### src/rtl/fetch_queue_unit.sv
// fetch_queue_unit: instruction fetch stage with a DEPTH-entry fetch queue.
// Holds the word PC, drives imem_addr, pushes {pc, instr} into a FIFO toward
// decode and reloads the PC on a redirect (jumpR > jump > taken branch).
//
// Ports:
//   clk, reset              clock, synchronous active-high reset
//   imem_addr / imem_rdata  instruction memory word address / combinational data
//   if_valid/if_ready       head handshake toward decode
//   if_pc, if_instr         head entry fields
//   redir_pc, branch, zero, jump, jumpR, imm16, tInstr, jumprAddr
//                           redirect request from a later stage
//   q_count                 occupied queue entries
module fetch_queue_unit #(
    parameter int unsigned   AW       = 30,
    parameter logic [AW-1:0] RESET_PC = '0,
    parameter int unsigned   IMM_W    = 16,
    parameter int unsigned   TGT_W    = 26,
    parameter int unsigned   DEPTH    = 2
) (
    input  logic                     clk,
    input  logic                     reset,
    output logic [AW-1:0]            imem_addr,
    input  logic [31:0]              imem_rdata,
    output logic                     if_valid,
    input  logic                     if_ready,
    output logic [AW-1:0]            if_pc,
    output logic [31:0]              if_instr,
    input  logic [AW-1:0]            redir_pc,
    input  logic                     branch,
    input  logic                     zero,
    input  logic                     jump,
    input  logic                     jumpR,
    input  logic [IMM_W-1:0]         imm16,
    input  logic [TGT_W-1:0]         tInstr,
    input  logic [AW-1:0]            jumprAddr,
    output logic [$clog2(DEPTH):0]   q_count
);

    localparam int unsigned PTR_W = $clog2(DEPTH);
    localparam int unsigned CNT_W = PTR_W + 1;

    logic [AW-1:0]    pc_q, pc_d;
    logic [PTR_W-1:0] rd_q, rd_d, wr_q, wr_d;
    logic [CNT_W-1:0] cnt_q, cnt_d;
    logic             valid_q, valid_d;

    logic [AW-1:0]    pc_mem    [DEPTH];
    logic [31:0]      instr_mem [DEPTH];

    logic             redirect_c, full_c, pop_c, push_c;
    logic [AW-1:0]    target_c;

    // Redirect target; later assignments win, giving jumpR the highest priority.
    always_comb begin
        target_c = redir_pc + AW'(1) + {{(AW-IMM_W){imm16[IMM_W-1]}}, imm16};
        if (jump) begin
            target_c = {redir_pc[AW-1:TGT_W], tInstr};
        end
        if (jumpR) begin
            target_c = jumprAddr;
        end
    end

    // Handshake: a redirect suppresses both push and pop in its cycle.
    always_comb begin
        redirect_c = jumpR | jump | (branch & ~zero);
        full_c     = (cnt_q == CNT_W'(DEPTH));
        pop_c      = valid_q & if_ready & ~redirect_c;
        push_c     = ~redirect_c & (~full_c | pop_c);
    end

    // Next-state for PC, pointers and occupancy.
    always_comb begin
        pc_d  = pc_q;
        rd_d  = rd_q;
        wr_d  = wr_q;
        cnt_d = cnt_q;
        if (redirect_c) begin
            pc_d  = target_c;
            rd_d  = '0;
            wr_d  = '0;
            cnt_d = '0;
        end else begin
            if (pop_c) begin
                rd_d = rd_q + PTR_W'(1);
            end
            if (push_c) begin
                wr_d = wr_q + PTR_W'(1);
                pc_d = pc_q + AW'(1);
            end
            cnt_d = cnt_q + CNT_W'(push_c) - CNT_W'(pop_c);
        end
        valid_d = (cnt_d != '0);
    end

    // Control state registers.
    always_ff @(posedge clk) begin
        if (reset) begin
            pc_q    <= RESET_PC;
            rd_q    <= '0;
            wr_q    <= '0;
            cnt_q   <= '0;
            valid_q <= 1'b0;
        end else begin
            pc_q    <= pc_d;
            rd_q    <= rd_d;
            wr_q    <= wr_d;
            cnt_q   <= cnt_d;
            valid_q <= valid_d;
        end
    end

    // Queue storage; stale contents are harmless since pointers reset.
    always_ff @(posedge clk) begin
        if (push_c) begin
            pc_mem[wr_q]    <= pc_q;
            instr_mem[wr_q] <= imem_rdata;
        end
    end

    assign imem_addr = pc_q;
    assign if_valid  = valid_q;
    assign if_pc     = pc_mem[rd_q];
    assign if_instr  = instr_mem[rd_q];
    assign q_count   = cnt_q;

endmodule

### config.mk
export PLATFORM = sky130hd
export DESIGN_NAME = fetch_queue_unit
export DESIGN_NICKNAME = d
export VERILOG_FILES = /design/src/rtl/fetch_queue_unit.sv
export SDC_FILE = /design/constraint.sdc
export NUM_CORES = 1
export LEC_CHECK = 0
export CORE_MARGIN = 2
export CORE_UTILIZATION = 38
export DETAILED_ROUTE_END_ITERATION = 8
export HOLD_SLACK_MARGIN = 0.1
export PLACE_DENSITY = 0.72
export SETUP_SLACK_MARGIN = 0.02
export SLEW_MARGIN = 15
export SYNTH_ARGS = -nofsm -noshare
export SYNTH_HDL_FRONTEND = slang
export SYNTH_SLANG_ARGS = --single-unit
### constraint.sdc
create_clock -name clk -period 5.3 [get_ports clk]
set_input_delay 0.53 -clock clk [delete_from_list [all_inputs] [get_ports clk]]
set_output_delay 0.53 -clock clk [all_outputs]
set_load 0.03 [all_outputs]
== After elaboration in Yosys (flattened, before gate mapping) ==
Memories as Yosys holds them, arrays and structs flattened. A register that Yosys moved wholly into a read port is not among the register bits.
Index checks and enable logic that the tools add are counted.
Word-level totals
  bits in registers: 35
  latch bits: 0
  RAM bits: 124
  ROM bits: 0
  output and inout port bits: 95
  word-level logic and storage cells: 39
  memories kept: 2
Cells by class
  $add $sub $neg: 7
  $mul: 0
  div/mod/pow operators: 0
  $lt $le $gt $ge: 0
  equality and inequality tests: 1
  shift-type cells: 0
  multiplexer cells: 11
  bitwise operators: 10
  reduce and logical (&&, ||, !) cells: 3
Memory list
  instr_mem: words 2, bits a word 32, read ports 1, clocked after Yosys merged registers in 1, wr ports 1, line 48  | logic [31:0] instr_mem [DEPTH];
  pc_mem: words 2, bits a word 30, read ports 1, clocked after Yosys merged registers in 1, wr ports 1, line 47  | logic [AW-1:0] pc_mem [DEPTH];
Operators by type and width (number)
  30-bit two-way mux: 4
  30-bit by 1-bit adder with 30-bit output, second input constant: 2
  30-bit adder: 1
  1-bit two-way mux: 6
  1-bit bitwise AND: 4
  2-bit nonzero test: 2
  1-bit inverter: 3
  1-bit bitwise OR: 3
  1-bit adder, second input constant: 2
  2-bit by 1-bit adder with 2-bit output: 1
  2-bit == test, second input constant: 1
  2-bit two-way mux: 1
  2-bit OR reduction: 1
  2-bit by 1-bit subtractor with 2-bit output: 1

== Depth between registers and ports, before layout ==
Gate-level depths: netlist (run 1).
  depth in word-level cells: 11
  gate-level depth with buffers: 13

== Worst setup path before layout (run 1) ==
OpenSTA, ideal clock, no wires.
  kind: input to register
  start: in jump
  end: mem instr_mem[0][0], enable pin
  library setup time: 0.482 ns
  arrival time: 4.221 ns
  slack: 0.597 ns
  cell stages on the path: 7
  buffers on the path: 3
  cells stage by stage: buf_6 or2_1 buf_6 o311ai_4 buf_2 nand2_1 nor2_1
On the way
  cells in the longest elaborated chain, start to end: 8
RTL lines
  from (decl): line 31  | input logic jump,
  1-bit bitwise OR (*) (2 in a row): line 66  | redirect_c = jumpR | jump | (branch & ~zero);
  1-bit inverter (*): line 68, 69
  1-bit bitwise AND: line 68  | pop_c = valid_q & if_ready & ~redirect_c;
  1-bit bitwise OR: line 69  | push_c = ~redirect_c & (~full_c | pop_c);
  1-bit bitwise AND (*): line 69
  1-bit two-way mux (*): line 115  | if (push_c) begin
  1-bit two-way mux (implied by the code) (*): line 117  | instr_mem[wr_q] <= imem_rdata;
  to (decl): line 48
Mark *: on every way between the ends. The rest lies on a longest branch, timed or not.

==> metrics.csv, run 1 <==
metric,value,unit
RSZ-0062 raised after global routing,false,
die width,153,µm
PortBufs,235,
total core area,21800,µm²
Cell Pwr Density,279,nW/µm²
CTS sink count,160,
CP Data Arrival Time,2870,ps
commonest cells in the netlist,"edfxtp_1 (124), mux2_2 (63), nor2_1 (51)",
#FFs+latches synth,160,
Mapped Nets,903,
asr flop ratio synth,0,
area occupied by multi-input gates,3830,µm²
post-synth top area cell,edfxtp_1,
setup TNS,0,ps
Netlist Area Pre-Place,8450,µm²
"Seq/Total Area, Yosys",0.526,
Final Cycle Share,0.641,
hpwl dp,17700,µm
global-route congestion overflow total,0,
antenna violations before repair,0,
Synth Area in XOR/XNOR,0.0519,
RR Startpoint,if_valid,
Hold Path Class,flop to flop,
"CTS clk-pin slew, worst paths",60,ps
Syn Inst Count,729,
CTS Buf Count,17,
Die Area,23400,µm²
Lkg Pwr,0.00409,µW
Max Freq,0.294,GHz
clk_lat worst skew,410,ps
drt drc,0,
YS warnings,0,
mux cell area share after synthesis,0.0970,
syn_area_per_cell,11.6,µm²
first-pass GRT wire length,36500,µm
Reg2Reg Depth,10,
number of distinct library cells after synthesis,65,
Worst Hold Launch,imem_addr[25],
Clock Path Buffers,2,
run status,"complete, no violations",
register-to-register path setup slack,2600,ps
Via density,5.45,
"Hold Violations, Final",0,
critical path capture point type,output pin,
Ports,236,
CP Launch Type,flop,
fillcell total,1919,
layout cell share with drive strength beyond 1,0.121,
peak supply drop,0.216,mV
"EDFF count, synth",124,
crit path max fanout,38,
relative slew slack,0.349,
# Post-CTS Setup Buffers,0,
# resized after CTS,0,
Worst Hold Depth,0,
final worst path period need,3400,ps
RR Endpoint,if_valid,
largest net degree at the start of global routing,63,
initial DRC count,487,
Core Rows,54,
crit path kind,flop to output pin,
register area,4450,µm²
number of global-route vias before repair,6702,
Synth Flop Type,edfxtp_1,
Pre-antenna DRT Iters,5,
via count,6829,
clk root buf,clkbuf_16,
Die Ht,153,µm
maxcap violations,0,
Initial Util,0.387,
dominant cells by area after synthesis,"edfxtp_1 (44%), dfxtp_1 (8.5%), mux2_2 (8.4%), ha_1 (4.7%), xnor2_1 (3.6%)",
nets@finish,1135,
main combinational cell family by area after synthesis,compound AO/OA/AOI/OAI gates,
synthesized-area fraction occupied by adder cells,0.0498,
Layout area overhead,38.0,%
slew of the pin with the lowest slew margin,977,ps
Routed Antenna Nets,0,
DR WL/cell,18.8,µm
ANT cells,0,
gr usage total,0.196,
Hold Slack,536,ps
post-synthesis compound-gate area fraction,0.142,
Tot Pwr,3260,µW
final setup vio count,0,
Synth Area in Simple Gates,0.112,
WL final,23500,µm
critical path required time,4770,ps
Final Skew,10.3,ps
Synth top area share,0.441,
CTS H-tree lvls,4,
cts hold-fix bufs,0,
most common cell in the netlist,edfxtp_1,
CTS tree,yes,
worst hold endpoint,pc_mem[1][25],
GP Congestion,0.897,
pins over their slew limit,0,
## cell usage in the layout, fill, tap and decap left out, types with 5 or more instances in the layout
cell             count
buf_4               10
o211ai_1             8
dfxtp_1             35
nand3_1             25
nor3_1              19
clkdlybuf4s50_1    235
mux2_2              63
a31oi_1              6
o31ai_1              6
and4_1               5
clkbuf_16           17
ha_1                32
a221oi_1             5
edfxtp_1           124
nand2_1             45
nand4_1              9
a21o_1               9
and3_1              10
o21ai_0             35
xnor2_1             35
a21oi_1             41
mux2i_1             11
a211oi_1            19
o22ai_1              8
xor2_1              15
nand2b_1             7
nor2_1              49
o21a_1               9
inv_1                9
## worst max-delay path by stage
stage               from               to  slack [ps]  cells after the start
2_1_floorplan       jump  instr_mem[0][0]         600                      7
3_3_place_gp   imm16[15]    imem_addr[20]        1630                     10
3_5_place_dp       jumpR         if_valid        1560                     12
4_1_cts             flop        if_pc[10]        1840                      3
5_1_grt             flop      if_instr[8]        1720                      3
6_report            flop        if_pc[15]        1900                      3
## routing by layer
| metal | vias up | GRT usage | part of all wire |
|---|---|---|---|
| li1 | 3266 | - | - |
| met1 | 3246 | 0.268 | 0.45 |
| met2 | 283 | 0.319 | 0.47 |
| met3 | 34 | 0.0346 | 0.061 |
| met4 | 0 | 0.0608 | 0.018 |
| met5 | - | 0 | 0 |
## cell type report
class,count,area share
clock buffers,17,0.0365
clock inverters,15,0.0116
inverters,11,0.00354
multi-input cells,526,0.329
flip-flops and latches,160,0.381
well taps,280,0.0300
repair buffers,245,0.208
## sequential cells by signal (all words and copies together) (netlist names), named ones only
register / flops
if_valid: 1
imem_addr: 30
instr_mem: 64
pc_mem: 60
q_count: 2
rd_q: 1
wr_q: 1
## through the flow
stage | utilization | cell area, µm² | setup WS [ps] | cells
2_1_floorplan | - | 8450 | 597 | 729
3_3_place_gp | 0.509 | 11100 | 1630 | 1222
3_5_place_dp | 0.509 | 11100 | 1560 | 1222
4_1_cts | 0.534 | 11700 | 1840 | 1254
5_1_grt | 0.534 | 11700 | 1720 | 1254
6_report | 0.534 | 11700 | 1900 | 1254
## where the power goes
part	leakage (µW)	total [µW]	internal [µW]	switching (µW)
sequential	0.00142	1460	1410	49.4
combinational	0.00240	653	309	344
clock	0.000266	1140	650	494
total	0.00409	3260	2370	887
## kinds of logic after synthesis
kind of cell             Yosys count
buffers and inverters             43
multiplexers                      74
flip-flops                       160
AO/OA/AOI/OAI                    177
XOR/XNOR                          50
AND/OR/NAND/NOR                  192
adder cells (fa/ha/maj)           33
## critical path, cell delays in order (launching register included)
cell,delay (ps)
dfxtp_2,970
buf_4,470
mux2_2,380
clkdlybuf4s50_1,620
Power figures use the tool's default switching activity.
==> run 2: changes to the inputs <==
clock period = 3.3 ns   (was 5.3 ns; I/O delays follow)
==> metrics.csv, run 2 (synthesized netlist as in run 1, its figures left out) <==
metric,value,unit,change
number of global-route vias before repair,6717,,+0.22%
final worst path period need,2880,ps,
layout cell share with drive strength beyond 1,0.133,,+0.0116
Hold Path Class,input pin to flop,,
"Hold Violations, Final",0,,unchanged
Final Cycle Share,0.874,,
final worst slack,417,ps,-1480 ps
Gate power share,0.194,,-0.007
clk root buf,clkbuf_16,,
first-pass GRT wire length,36600,µm,+0.34%
critical path capture point type,flop,,
"commonest cells after routing, fill and taps aside","clkdlybuf4s50_1 (235), edfxtp_1 (124), mux2_2 (63)",,
number of flip-flops under the largest register name,64,,unchanged
total core area,21800,µm²,unchanged
Worst Hold Launch,imem_rdata[7],,
slew of the pin with the lowest slew margin,612,ps,-365 ps
CTS H-tree lvls,4,,unchanged
Tot Pwr,5530,µW,+70%
largest register by flop count,instr_mem,,
antenna violations before repair,1,,+1
Initial Util,0.387,,unchanged
Seq pwr share,0.423,,-0.025
GP Congestion,0.899,,+0.23%
Core Rows,54,,unchanged
CTS Buf Count,17,,unchanged
initial DRC count,448,,-8.0%
area occupied by multi-input gates,3830,µm²,unchanged
Sw Pwr,1410,µW,+59%
via count,6825,,-0.059%
internal power,4120,µW,+74%
maxcap violations,0,,unchanged
PortBufs,235,,unchanged
Clock Path Buffers,2,,unchanged
RSZ-0062 raised after global routing,false,,
CP Launch Type,input pin,,
peak supply drop,0.344,mV,+59%
Lkg Pwr,0.00421,µW,+3.0%
WL final,23500,µm,about the same
pins over their slew limit,0,,unchanged
clk_lat worst skew,410,ps,about the same
Die Ht,153,µm,unchanged
Ports,236,,unchanged
Switching Share,0.256,,-0.0169
CP Data Arrival Time,3180,ps,+310 ps
Layout area overhead,40.7,%,
crit path from,redir_pc[0],,
Max Freq,0.347,GHz,
drt drc,0,,unchanged
relative slew slack,0.588,,+0.239
register area,4450,µm²,unchanged
# resized after CTS,0,,unchanged
gr usage total,0.197,,+0.000560
Die Area,23400,µm²,unchanged
Pre-antenna DRT Iters,5,,unchanged
CTS tree,yes,,
Cell Pwr Density,466,nW/µm²,+67%
largest net degree at the start of global routing,63,,unchanged
Routed Antenna Nets,0,,unchanged
"CTS clk-pin slew, worst paths",70,ps,about the same
critical path required time,3600,ps,-1170 ps
crit path max fanout,3,,-92%
fillcell total,1929,,+0.52%
DP Worst Slack,30.5,ps,-1530 ps
Final Skew,10.6,ps,+0.295 ps
setup TNS,0,ps,unchanged
crit path kind,input pin to flop,,
global-route congestion overflow total,0,,unchanged
DR WL/cell,18.6,µm,-1.0%
nets@finish,1149,,+1.2%
CTS sink count,160,,unchanged
RR Startpoint,imem_addr[8],,
die width,153,µm,unchanged
"most common cell after layout, fill and taps aside",clkdlybuf4s50_1,,
final setup vio count,0,,unchanged
Via density,5.38,,-1.2%
hpwl dp,17500,µm,-0.73%
# Post-CTS Setup Buffers,0,,unchanged
run status,"complete, no violations",,
Clock Power Share,0.383,,+0.032
cts hold-fix bufs,0,,unchanged
==> run 2: cell type report <==
cell class | instances | area share
clock buffers | 17 | 0.0358
well taps | 280 | 0.0295
inverters | 11 | 0.00348
flip-flops and latches | 160 | 0.374
clock inverters | 14 | 0.0179
diodes | 1 | 0.000211
repair buffers | 259 | 0.216
multi-input cells | 526 | 0.323
==> run 2: metrics by stage <==
stage | util | cells | area, µm² | hold slack [ps]
floorplan | - | 729 | 8450 | 429
global placement | 0.515 | 1236 | 11200 | 514
detailed placement | 0.515 | 1236 | 11200 | 521
CTS | 0.544 | 1267 | 11900 | 482
global route | 0.544 | 1268 | 11900 | 484
finish | 0.544 | 1268 | 11900 | 504
==> run 2: layer usage <==
layer	up-vias	track usage	share of wire
met2	267	0.335	0.49
met5	-	0	0
li1	3293	-	-
met3	15	0.0371	0.066
met4	0	0.0507	0.010
met1	3250	0.259	0.44
==> run 2: worst max-delay path, stage by stage <==
cell and delay (ps):
clkdlybuf4s50_1 450, inv_1 40, ha_1 210, inv_1 80, fa_1 210, nand3_1 140, a32oi_1 290, a21oi_1 170
a311oi_1 450, nor2_1 180, nor4b_2 330, mux2i_1 220, a211oi_1 80
==> run 2: power by group through the flow <==
| stage | registers (µW) | clock network, µW | logic, µW |
|---|---|---|---|
| 2_1_floorplan | 2430 | 0 | 528 |
| 3_3_place_gp | 2370 | 0 | 1060 |
| 3_5_place_dp | 2380 | 0 | 1070 |
| 4_1_cts | 2340 | 2170 | 1070 |
| 5_1_grt | 2350 | 2260 | 1150 |
| 6_report | 2340 | 2120 | 1070 |
==> run 2: worst paths after layout <==
kind	to	slack [ps]	cells past startpoint
worst max-delay path	imem_addr[28]	420	13
worst max register to register	imem_addr[16]	860	7
worst min-delay path	instr_mem[0][7]	500	1
worst min register to register	pc_mem[0][25]	530	0
==> run 3: changes to the inputs <==
CAP_MARGIN = 30   (was default)
CORE_UTILIZATION = 30   (was 38)
PLACE_DENSITY = 0.6   (was 0.72)
==> metrics.csv, run 3 (synthesized netlist as in run 1, its figures left out) <==
metric,value,unit,change
run status,"complete, no violations",,
Layout area overhead,41.5,%,
Via density,4.96,,-7.9%
Die Ht,172,µm,+12%
critical path capture point type,flop,,
Ports,236,,unchanged
Final Cycle Share,0.848,,-0.0253
CP Data Arrival Time,3080,ps,-100 ps
maxcap violations,0,,unchanged
Pre-antenna DRT Iters,5,,unchanged
pins over their slew limit,0,,unchanged
largest net degree at the start of global routing,63,,unchanged
Crit path top cell by count,inv_1,,
Lkg Pwr,0.00419,µW,-0.49%
gr usage total,0.164,,-0.0325
Core Rows,61,,+13%
Cell Pwr Density,442,nW/µm²,-5.1%
final worst path period need,2800,ps,-83.5 ps
number of flip-flops under the largest register name,64,,unchanged
crit path max fanout,3,,unchanged
register area,4450,µm²,unchanged
relative slew slack,0.589,,+0.00118
RSZ-0062 raised after global routing,false,,
setup TNS,0,ps,unchanged
Clock Path Buffers,2,,unchanged
CTS Buf Count,17,,unchanged
via count,6792,,-0.48%
Max Freq,0.357,GHz,+3.0%
drt drc,0,,unchanged
die width,172,µm,+12%
"commonest cells after routing, fill and taps aside","clkdlybuf4s50_1 (235), edfxtp_1 (124), mux2_2 (63)",,
final setup vio count,0,,unchanged
nets@finish,1154,,+0.44%
antenna violations before repair,1,,unchanged
critical path's slowest cell,a311oi_1,,
cts hold-fix bufs,0,,unchanged
WL final,24600,µm,+4.7%
non-filler cells in the finished layout,1370,,+8.0%
"CTS clk-pin slew, worst paths",60,ps,about the same
crit path kind,input pin to flop,,
peak supply drop,0.239,mV,-30%
Final Skew,10.3,ps,-0.351 ps
# resized after CTS,0,,unchanged
CTS sink count,160,,unchanged
layout cell share with drive strength beyond 1,0.135,,+0.00249
PortBufs,235,,unchanged
"slowest stage delay, CP",490,ps,+40 ps
area occupied by multi-input gates,3830,µm²,unchanged
global-route congestion overflow total,0,,unchanged
largest register by flop count,instr_mem,,
DR WL/cell,18.0,µm,-3.1%
first-pass GRT wire length,37100,µm,+1.3%
"Hold Violations, Final",0,,unchanged
# Post-CTS Setup Buffers,0,,unchanged
"most common cell after layout, fill and taps aside",clkdlybuf4s50_1,,
DP Cell Count,1339,,+8.3%
clk_lat worst skew,410,ps,about the same
Initial Util,0.304,,-0.0830
GP Congestion,0.883,,-1.8%
Die Area,29500,µm²,+26%
Hold Path Class,input pin to flop,,
CP Launch Type,input pin,,
initial DRC count,492,,+9.8%
slew of the pin with the lowest slew margin,614,ps,+2.43 ps
number of global-route vias before repair,6737,,+0.30%
clk root buf,clkbuf_16,,
hpwl dp,18400,µm,+5.1%
CTS tree,yes,,
Routed Antenna Nets,0,,unchanged
critical-path cell list,clkdlybuf4s50_1 -> inv_1 -> ha_1 -> inv_1 -> fa_1 -> nand3_1 -> a32oi_1 -> a21oi_1 -> a311oi_1 -> nor2_1 -> buf_4 -> mux2_2 -> a31oi_1 -> a211oi_1,,
total core area,27800,µm²,+27%
critical path required time,3590,ps,about the same
CTS H-tree lvls,4,,unchanged
fillcell total,2691,,+40%
fin util,0.430,,-0.114
==> run 3: cell count changes in the layout (fill, tap and decap cells not counted), moves of 2 or more <==
| cell | delta |
|---|---|
| bufinv_16 | -3 |
| buf_4 | +5 |
| clkbuf_1 | +2 |
| clkinv_2 | +2 |
==> run 3: through the flow <==
stage / power (µW) / cell area (µm²) / hold slack [ps] / setup WS, ps
2_1_floorplan: 2960 / 8450 / 429 / 423
3_3_place_gp: 3460 / 11400 / 533 / 109
3_5_place_dp: 3470 / 11400 / 539 / 91.4
4_1_cts: 5340 / 12000 / 477 / 526
5_1_grt: 5520 / 12000 / 474 / 371
6_report: 5280 / 12000 / 500 / 501
==> run 3: worst max-delay path, delay by kind of cell <==
| family | cells | cell delay [ps] |
|---|---|---|
| adders and majority gates | 2 | 400 |
| AOI/OAI and AO/OA | 5 | 1100 |
| and+or+nand+nor | 2 | 270 |
| buffers and inverters | 4 | 730 |
| muxes | 1 | 260 |
==> run 3: power by group <==
group	leakage [µW]	internal, µW	switching, µW
Clock	0.000267	1100	755
Combinational	0.00250	523	562
Sequential	0.00142	2260	78.3
==> run 3: metal layers <==
metal  track usage  routed length, µm  vias to the layer above  share of wire
li1              -                  -                     3295              -
met1         0.220              11200                     3245           0.46
met2         0.272              11600                      234           0.47
met3        0.0336               1510                       18          0.061
met4        0.0398                293                        0          0.012
met5             0                  0                        -              0
==> run 3: final timing paths <==
| check | from | end | slack (ps) | cells after the start |
|---|---|---|---|---|
| worst min register to register | imem_addr[1] | pc_mem[0][1] | 540 | 0 |
| worst max register to register | if_valid | if_valid | 930 | 10 |
| worst max-delay path | redir_pc[0] | imem_addr[20] | 500 | 14 |
| worst min-delay path | imem_rdata[8] | instr_mem[0][8] | 500 | 1 |
==> run 3: final cells by class <==
| class | instances | area share |
|---|---|---|
| antenna | 1 | 0.000209 |
| clock buffer | 19 | 0.0362 |
| clock inverter | 11 | 0.00974 |
| inverter | 11 | 0.00345 |
| tap | 378 | 0.0396 |
| timing repair buffer | 264 | 0.218 |
| sequential | 160 | 0.372 |
| multi-input combinational | 526 | 0.321 |
